<file path="src/rtl/perceptron_trainer_if.sv">
// Bundles the perceptron trainer's control, sample-memory and result signals.
// master = requester/sample-memory side, slave = trainer.
interface perceptron_trainer_if #(
    parameter int N_IN = 2,
    parameter int XW   = 7,
    parameter int WW   = 14,
    parameter int AW   = 4
);
    logic                   start;
    logic [AW-1:0]          num_samples;
    logic [AW-1:0]          smp_addr;
    logic [N_IN*XW+1:0]     smp_data;
    logic                   ready;
    logic                   converged;
    logic [N_IN*WW-1:0]     w;
    logic [WW-1:0]          bias;
    logic [7:0]             epoch_cnt;
    logic [AW:0]            err_cnt;

    modport master (
        output start, num_samples, smp_data,
        input  smp_addr, ready, converged, w, bias, epoch_cnt, err_cnt
    );

    modport slave (
        input  start, num_samples, smp_data,
        output smp_addr, ready, converged, w, bias, epoch_cnt, err_cnt
    );
endinterface

</file>
<file path="src/rtl/perceptron_trainer.sv">
// Perceptron trainer: streams samples from a synchronous memory, one MAC per cycle,
// applies saturating weight updates on misclassification until an error-free epoch or the epoch limit.
module perceptron_trainer #(
    parameter int N_IN      = 2,
    parameter int XW        = 7,
    parameter int WW        = 14,
    parameter int AW        = 4,
    parameter int LR_SHIFT  = 0,
    parameter int MAX_EPOCH = 255
) (
    input  logic                 clk,
    input  logic                 rst,
    perceptron_trainer_if.slave  bus
);
    localparam int ACCW = WW + XW + 4;
    localparam int SW   = WW + XW + LR_SHIFT + 2;
    localparam int SDW  = N_IN * XW + 2;
    localparam int IDXW = 4;
    localparam int EW   = AW + 1;

    localparam logic [2:0] S_IDLE      = 3'd0;
    localparam logic [2:0] S_FETCH     = 3'd1;
    localparam logic [2:0] S_WAIT      = 3'd2;
    localparam logic [2:0] S_MAC       = 3'd3;
    localparam logic [2:0] S_DECIDE    = 3'd4;
    localparam logic [2:0] S_UPDATE    = 3'd5;
    localparam logic [2:0] S_EPOCH_END = 3'd6;
    localparam logic [2:0] S_DONE      = 3'd7;

    localparam logic signed [SW-1:0] W_MAX  = SW'((64'sd1 <<< (WW - 1)) - 64'sd1);
    localparam logic signed [SW-1:0] W_MIN  = ~W_MAX;
    localparam logic signed [SW-1:0] LR_ONE = SW'(64'sd1 <<< LR_SHIFT);

    logic [2:0]                 state_q, state_d;
    logic signed [WW-1:0]       w_q [N_IN];
    logic signed [WW-1:0]       w_d [N_IN];
    logic signed [WW-1:0]       bias_q, bias_d;
    logic signed [ACCW-1:0]     acc_q, acc_d;
    logic [SDW-1:0]             smp_q, smp_d;
    logic [IDXW-1:0]            idx_q, idx_d;
    logic [AW-1:0]              addr_q, addr_d;
    logic [7:0]                 epoch_q, epoch_d;
    logic [EW-1:0]              err_q, err_d;
    logic                       conv_q, conv_d;

    logic signed [WW-1:0]       w_sel;
    logic signed [XW-1:0]       x_sel;
    logic signed [ACCW-1:0]     prod;
    logic signed [SW-1:0]       xe  [N_IN];
    logic signed [SW-1:0]       dlt [N_IN];
    logic                       t_pos;
    logic                       mis;
    logic                       adv;
    logic [AW-1:0]              last_addr;
    logic [7:0]                 epoch_nx;
    logic [N_IN*WW-1:0]         w_pk;

    function automatic logic signed [WW-1:0] sat_add(input logic signed [WW-1:0] a,
                                                     input logic signed [SW-1:0] d);
        logic signed [SW-1:0] s;
        s = SW'(a) + d;
        if (s > W_MAX) begin
            sat_add = W_MAX[WW-1:0];
        end else if (s < W_MIN) begin
            sat_add = W_MIN[WW-1:0];
        end else begin
            sat_add = s[WW-1:0];
        end
    endfunction

    // Anything other than an exact +1 target counts as -1.
    assign t_pos     = (smp_q[SDW-1 -: 2] == 2'b01);
    assign mis       = (~acc_q[ACCW-1]) != t_pos;
    assign last_addr = bus.num_samples - AW'(1);
    assign epoch_nx  = epoch_q + 8'd1;

    always_comb begin
        w_sel = '0;
        x_sel = '0;
        for (int i = 0; i < N_IN; i++) begin
            if (idx_q == IDXW'(i)) begin
                w_sel = w_q[i];
                x_sel = smp_q[i*XW +: XW];
            end
        end
        prod = ACCW'(w_sel) * ACCW'(x_sel);
    end

    always_comb begin
        for (int i = 0; i < N_IN; i++) begin
            xe[i]  = SW'(signed'(smp_q[i*XW +: XW]));
            dlt[i] = (t_pos ? xe[i] : -xe[i]) <<< LR_SHIFT;
        end
    end

    always_comb begin
        state_d = state_q;
        w_d     = w_q;
        bias_d  = bias_q;
        acc_d   = acc_q;
        smp_d   = smp_q;
        idx_d   = idx_q;
        addr_d  = addr_q;
        epoch_d = epoch_q;
        err_d   = err_q;
        conv_d  = conv_q;
        adv     = 1'b0;

        case (state_q)
            S_IDLE, S_DONE: begin
                if (bus.start) begin
                    for (int i = 0; i < N_IN; i++) begin
                        w_d[i] = '0;
                    end
                    bias_d  = '0;
                    epoch_d = '0;
                    err_d   = '0;
                    conv_d  = 1'b0;
                    addr_d  = '0;
                    state_d = S_FETCH;
                end
            end
            S_FETCH: begin
                state_d = S_WAIT;
            end
            S_WAIT: begin
                smp_d   = bus.smp_data;
                acc_d   = ACCW'(bias_q);
                idx_d   = '0;
                state_d = S_MAC;
            end
            S_MAC: begin
                acc_d = acc_q + prod;
                idx_d = idx_q + IDXW'(1);
                if (idx_q == IDXW'(N_IN - 1)) begin
                    state_d = S_DECIDE;
                end
            end
            S_DECIDE: begin
                if (mis) begin
                    err_d   = err_q + EW'(1);
                    state_d = S_UPDATE;
                end else begin
                    adv = 1'b1;
                end
            end
            S_UPDATE: begin
                for (int i = 0; i < N_IN; i++) begin
                    w_d[i] = sat_add(w_q[i], dlt[i]);
                end
                bias_d = sat_add(bias_q, t_pos ? LR_ONE : -LR_ONE);
                adv    = 1'b1;
            end
            S_EPOCH_END: begin
                epoch_d = epoch_nx;
                if (err_q == '0) begin
                    conv_d  = 1'b1;
                    state_d = S_DONE;
                end else if (epoch_nx >= 8'(MAX_EPOCH)) begin
                    conv_d  = 1'b0;
                    state_d = S_DONE;
                end else begin
                    err_d   = '0;
                    addr_d  = '0;
                    state_d = S_FETCH;
                end
            end
            default: begin
                state_d = S_IDLE;
            end
        endcase

        // num_samples==0 wraps last_addr to all-ones, giving a full 2^AW epoch.
        if (adv) begin
            if (addr_q == last_addr) begin
                addr_d  = '0;
                state_d = S_EPOCH_END;
            end else begin
                addr_d  = addr_q + AW'(1);
                state_d = S_FETCH;
            end
        end
    end

    always_ff @(posedge clk or negedge rst) begin
        if (!rst) begin
            state_q <= S_IDLE;
            for (int i = 0; i < N_IN; i++) begin
                w_q[i] <= '0;
            end
            bias_q  <= '0;
            acc_q   <= '0;
            smp_q   <= '0;
            idx_q   <= '0;
            addr_q  <= '0;
            epoch_q <= '0;
            err_q   <= '0;
            conv_q  <= 1'b0;
        end else begin
            state_q <= state_d;
            for (int i = 0; i < N_IN; i++) begin
                w_q[i] <= w_d[i];
            end
            bias_q  <= bias_d;
            acc_q   <= acc_d;
            smp_q   <= smp_d;
            idx_q   <= idx_d;
            addr_q  <= addr_d;
            epoch_q <= epoch_d;
            err_q   <= err_d;
            conv_q  <= conv_d;
        end
    end

    always_comb begin
        w_pk = '0;
        for (int i = 0; i < N_IN; i++) begin
            w_pk[i*WW +: WW] = w_q[i];
        end
    end

    assign bus.w         = w_pk;
    assign bus.bias      = bias_q;
    assign bus.smp_addr  = addr_q;
    assign bus.epoch_cnt = epoch_q;
    assign bus.err_cnt   = err_q;
    assign bus.converged = conv_q;
    assign bus.ready     = (state_q == S_IDLE) || (state_q == S_DONE);
endmodule
</file>
<file path="src/flat_wrapper.sv">
// flat-port wrapper written by rule: the top's interface ports become plain ports
module perceptron_trainer_flat 
#(
    parameter int N_IN      = 2,
    parameter int XW        = 7,
    parameter int WW        = 14,
    parameter int AW        = 4,
    parameter int LR_SHIFT  = 0,
    parameter int MAX_EPOCH = 255
)
  (clk, rst, bus_start, bus_num_samples, bus_smp_data, bus_smp_addr, bus_ready, bus_converged, bus_w, bus_bias, bus_epoch_cnt, bus_err_cnt);
  perceptron_trainer_if #(.N_IN(N_IN), .XW(XW), .WW(WW), .AW(AW)) bus_i ();
  input  logic clk;
  input  logic rst;
  input wire logic [$bits(bus_i.start)-1:0] bus_start;
  input wire logic [$bits(bus_i.num_samples)-1:0] bus_num_samples;
  input wire logic [$bits(bus_i.smp_data)-1:0] bus_smp_data;
  output wire logic [$bits(bus_i.smp_addr)-1:0] bus_smp_addr;
  output wire logic [$bits(bus_i.ready)-1:0] bus_ready;
  output wire logic [$bits(bus_i.converged)-1:0] bus_converged;
  output wire logic [$bits(bus_i.w)-1:0] bus_w;
  output wire logic [$bits(bus_i.bias)-1:0] bus_bias;
  output wire logic [$bits(bus_i.epoch_cnt)-1:0] bus_epoch_cnt;
  output wire logic [$bits(bus_i.err_cnt)-1:0] bus_err_cnt;
  assign bus_i.start = bus_start;
  assign bus_i.num_samples = bus_num_samples;
  assign bus_i.smp_data = bus_smp_data;
  assign bus_smp_addr = bus_i.smp_addr;
  assign bus_ready = bus_i.ready;
  assign bus_converged = bus_i.converged;
  assign bus_w = bus_i.w;
  assign bus_bias = bus_i.bias;
  assign bus_epoch_cnt = bus_i.epoch_cnt;
  assign bus_err_cnt = bus_i.err_cnt;
  perceptron_trainer #(.N_IN(N_IN), .XW(XW), .WW(WW), .AW(AW), .LR_SHIFT(LR_SHIFT), .MAX_EPOCH(MAX_EPOCH)) u_core (.clk(clk), .rst(rst), .bus(bus_i));
endmodule
</file>
<file path="config.mk">
export PLATFORM = sky130hd
export DESIGN_NAME = perceptron_trainer_flat
export DESIGN_NICKNAME = d
export VERILOG_FILES = /design/src/rtl/perceptron_trainer_if.sv /design/src/rtl/perceptron_trainer.sv /design/src/flat_wrapper.sv
export SDC_FILE = /design/constraint.sdc
export NUM_CORES = 1
export LEC_CHECK = 0
export CAP_MARGIN = 20
export CORE_MARGIN = 2
export CORE_UTILIZATION = 55
export CTS_CLUSTER_SIZE = 14
export DETAILED_ROUTE_END_ITERATION = 16
export GPL_ROUTABILITY_DRIVEN = 0
export PLACE_DENSITY_LB_ADDON = 0.12
export SLEW_MARGIN = 20
export SYNTH_ARGS = -nofsm -noshare
export SYNTH_HDL_FRONTEND = slang
export SYNTH_SLANG_ARGS = --single-unit
</file>
<file path="constraint.sdc">
create_clock -name clk -period 9.5 [get_ports clk]
set_input_delay 1.425 -clock clk [delete_from_list [all_inputs] [get_ports clk]]
set_output_delay 1.425 -clock clk [all_outputs]
set_load 0.005 [all_outputs]
</file>
==> run summary <==
Crit. Startpoint -> u_core.idx_q[1]
CP required -> 9770 ps
Core Region -> 23610 um2
most common cell after layout, fill and taps aside -> nor2_1
worst relative slew slack -> 34.90%
final hold vios -> 0
Starting Density -> 56.47%
final setup TNS -> 0 ps
Hold Crit Class -> flop to flop
Worst path slowest cell -> or4b_2
hold endpoint -> u_core.acc_q[16]
Setup crit end kind -> flop
ys async rst share -> 100.0%
CP startpoint kind -> flop
maxcap violations -> 0
# resized after CTS -> 0
fin crit period -> 8587 ps
I/O pin total -> 84
multi-input logic area -> 9869 um2
Hold Buf Count CTS -> 0
most frequent cells in the layout -> nor2_1 (159), nand2_1 (149), ha_1 (142)
vias in the first global route -> 11530
global route overflow -> 0
Top cell by count, worst path -> inv_1
Tcrit/Tclk final -> 90.39%
Worst path max stage delay -> 620 ps
net count after synthesis -> 1835
# diodes -> 0
arrival time at the worst endpoint -> 8850 ps
WL per Instance -> 17.15 um
unique cell type count in the Yosys netlist -> 93
Yosys top cell area share -> 20.27%
Clock Sinks -> 108
reg2reg setup slack -> 910 ps
Layout Nets -> 1886
synthesis-to-finish area growth -> 10.43%
FF+latch area -> 2703 um2
top_reg_cell synth -> dfrtp_1
Num CTS Buffers -> 9
Highest Signal Layer -> met4
fmax -> 0.1165 GHz
R2R depth -> 33
maximum fanout along the worst path -> 20
cell row count -> 56
r2r startpoint -> u_core.idx_q[1]
CTS tree -> yes
initial antenna violation count -> 0
met2 WL -> 16020 um
Setup violations, final -> 0
sequential element share of the synthesized area -> 20.27%
CP delay by family, top -> adder cells
number of port buffers -> 83
Clock Tree Root -> clkbuf_16
class of the most critical setup path -> flop to flop
top post-synthesis cells by area -> dfrtp_1 (20%), ha_1 (13%), fa_1 (12%), nor2_1 (4.5%), a21oi_1 (4.4%)
Yosys reg bits -> 108
Cell Area, Synth -> 13330 um2
die width -> 159.7 um
CTS max path bufs -> 2
pin count of the biggest net entering global routing -> 70
share of layout cells above drive strength 1 -> 5.772%
Worst-Margin Slew -> 976.4 ps
met1 wire length -> 15570 um
overall routing resource usage -> 26.96%
DR vias -> 11620
antenna-violating nets left -> 0
Met3 Wirelength -> 1560 um
DR iter-0 viols -> 919
die height -> 159.7 um
Min-Delay Path Depth -> 2
clock slew at reported path FFs -> 70 ps
Initial DRT Pass Iterations -> 5
run status -> complete, no violations
Post-synth EDFFs -> 0
HPWL after DPL -> 26380 um
RSZ-0062 raised after global routing -> false
Worst Hold Launch -> u_core.acc_q[16]
first-pass GRT wire length -> 57250 um
Yosys Warn Count -> 0
Die ar. -> 25510 um2
Reg-to-Reg End -> u_core.acc_q[24]
syn_area_per_cell -> 8.376 um2
Worst Path Buf+Inv -> 6
worst skew pair latency -> 370 ps
Fill cells -> 2097
via-per-instance ratio -> 5.911
DRC -> 0
final slew viol count -> 0
Worst Skew -> 19.98 ps
Post-CTS Setup Bufs -> 0
Mapped Cells -> 1592
Synth area leader -> dfrtp_1
H-tree Lvls -> 3
Post-Route WL -> 33700 um
layer usage:
| layer | vias to the layer above | global-route usage (%) |
|---|---|---|
| li1 | 5711 | - |
| met1 | 5601 | 37.40 |
| met2 | 265 | 45.20 |
| met3 | 39 | 3.299 |
| met4 | 0 | 6.198 |
| met5 | - | 0 |
Yosys cell counts, types with 4 or more instances:
cell type	number
or3_1	5
a221o_1	19
xnor2_1	62
and3_1	12
o21bai_1	10
nor4_1	8
ha_1	142
mux2_2	11
a21oi_2	4
and2_1	15
clkbuf_1	43
buf_2	5
a31oi_1	13
nand2_1	149
a21oi_1	116
nor3_1	26
a21boi_0	4
dfrtp_1	108
nand4_1	17
nor2b_1	18
a2111oi_0	4
nor2_1	160
mux2i_1	16
o21a_1	11
o31ai_1	7
nand2b_1	11
a221oi_1	13
o211ai_1	8
o21ai_0	94
nand3_1	34
a211oi_1	8
inv_1	136
fa_1	78
o2111ai_1	4
o21ai_1	8
or2_2	15
a22o_1	6
a22oi_1	22
nor3b_1	18
a21o_1	37
xor2_1	36
cells by family (layout without fill, tap and decap cells):
logic type	after synthesis	count (layout)	synth area share [%]
and+or+nand+nor	511	511	18.17
AOI/OAI and AO/OA	432	432	21.88
DFF	108	108	20.27
buffers and inverters	195	249	5.958
adders and majority gates	220	220	25.04
xor gates and xnor gates	99	99	6.559
muxes	27	27	2.130
state kept, by name, indices dropped and copies added (netlist names):
signal,flops
u_core.acc_q,25
u_core.bus.bias,14
u_core.bus.converged,1
u_core.bus.epoch_cnt,8
u_core.bus.err_cnt,5
u_core.bus.smp_addr,4
u_core.bus.w,28
u_core.idx_q,4
u_core.smp_q,16
u_core.state_q,3
worst register-to-register path: cells and delay by family, from the launching register on:
| kind | cells | cell delay (ps) |
|---|---|---|
| adder cells (fa/ha/maj) | 7 | 2940 |
| AO/OA/AOI/OAI | 14 | 2750 |
| AND/OR/NAND/NOR | 5 | 1320 |
| buffers and inverters | 6 | 880 |
| flip-flops | 1 | 400 |
| XOR/XNOR | 1 | 190 |
worst max path at each step:
stage | end | slack, ps | depth (start not counted)
after floorplan | u_core.acc_q[24] | 1510 | 33
after global placement | u_core.acc_q[24] | 1030 | 31
after detailed placement | u_core.acc_q[24] | 760 | 31
after CTS | u_core.acc_q[24] | 670 | 31
after global routing | u_core.acc_q[24] | 110 | 33
final | u_core.acc_q[24] | 910 | 33
through the flow:
stage	worst slack [ps]	cell area, um2	utilization (%)	cells	hold slack (ps)
finish	912.9	14730	62.36	1965	493.6
global route	106.8	14730	62.36	1965	520.6
CTS	671.4	14710	62.31	1964	498.4
detailed placement	763.4	14420	61.06	1950	482.5
global placement	1030	14420	61.05	1950	472.2
floorplan	1510	13330	-	1592	456.3
area by class of cell:
type | count | area share, %
multi-input cells | 1289 | 67.02
flip-flops and latches | 108 | 18.35
well taps | 319 | 2.711
repair buffers | 99 | 6.441
inverters | 136 | 3.467
clock inverters | 4 | 0.3824
clock buffers | 10 | 1.623
Power is left out: the tool's default activity adds up to more than one toggle a clock period on the data nets, which glitch-free logic cannot reach.
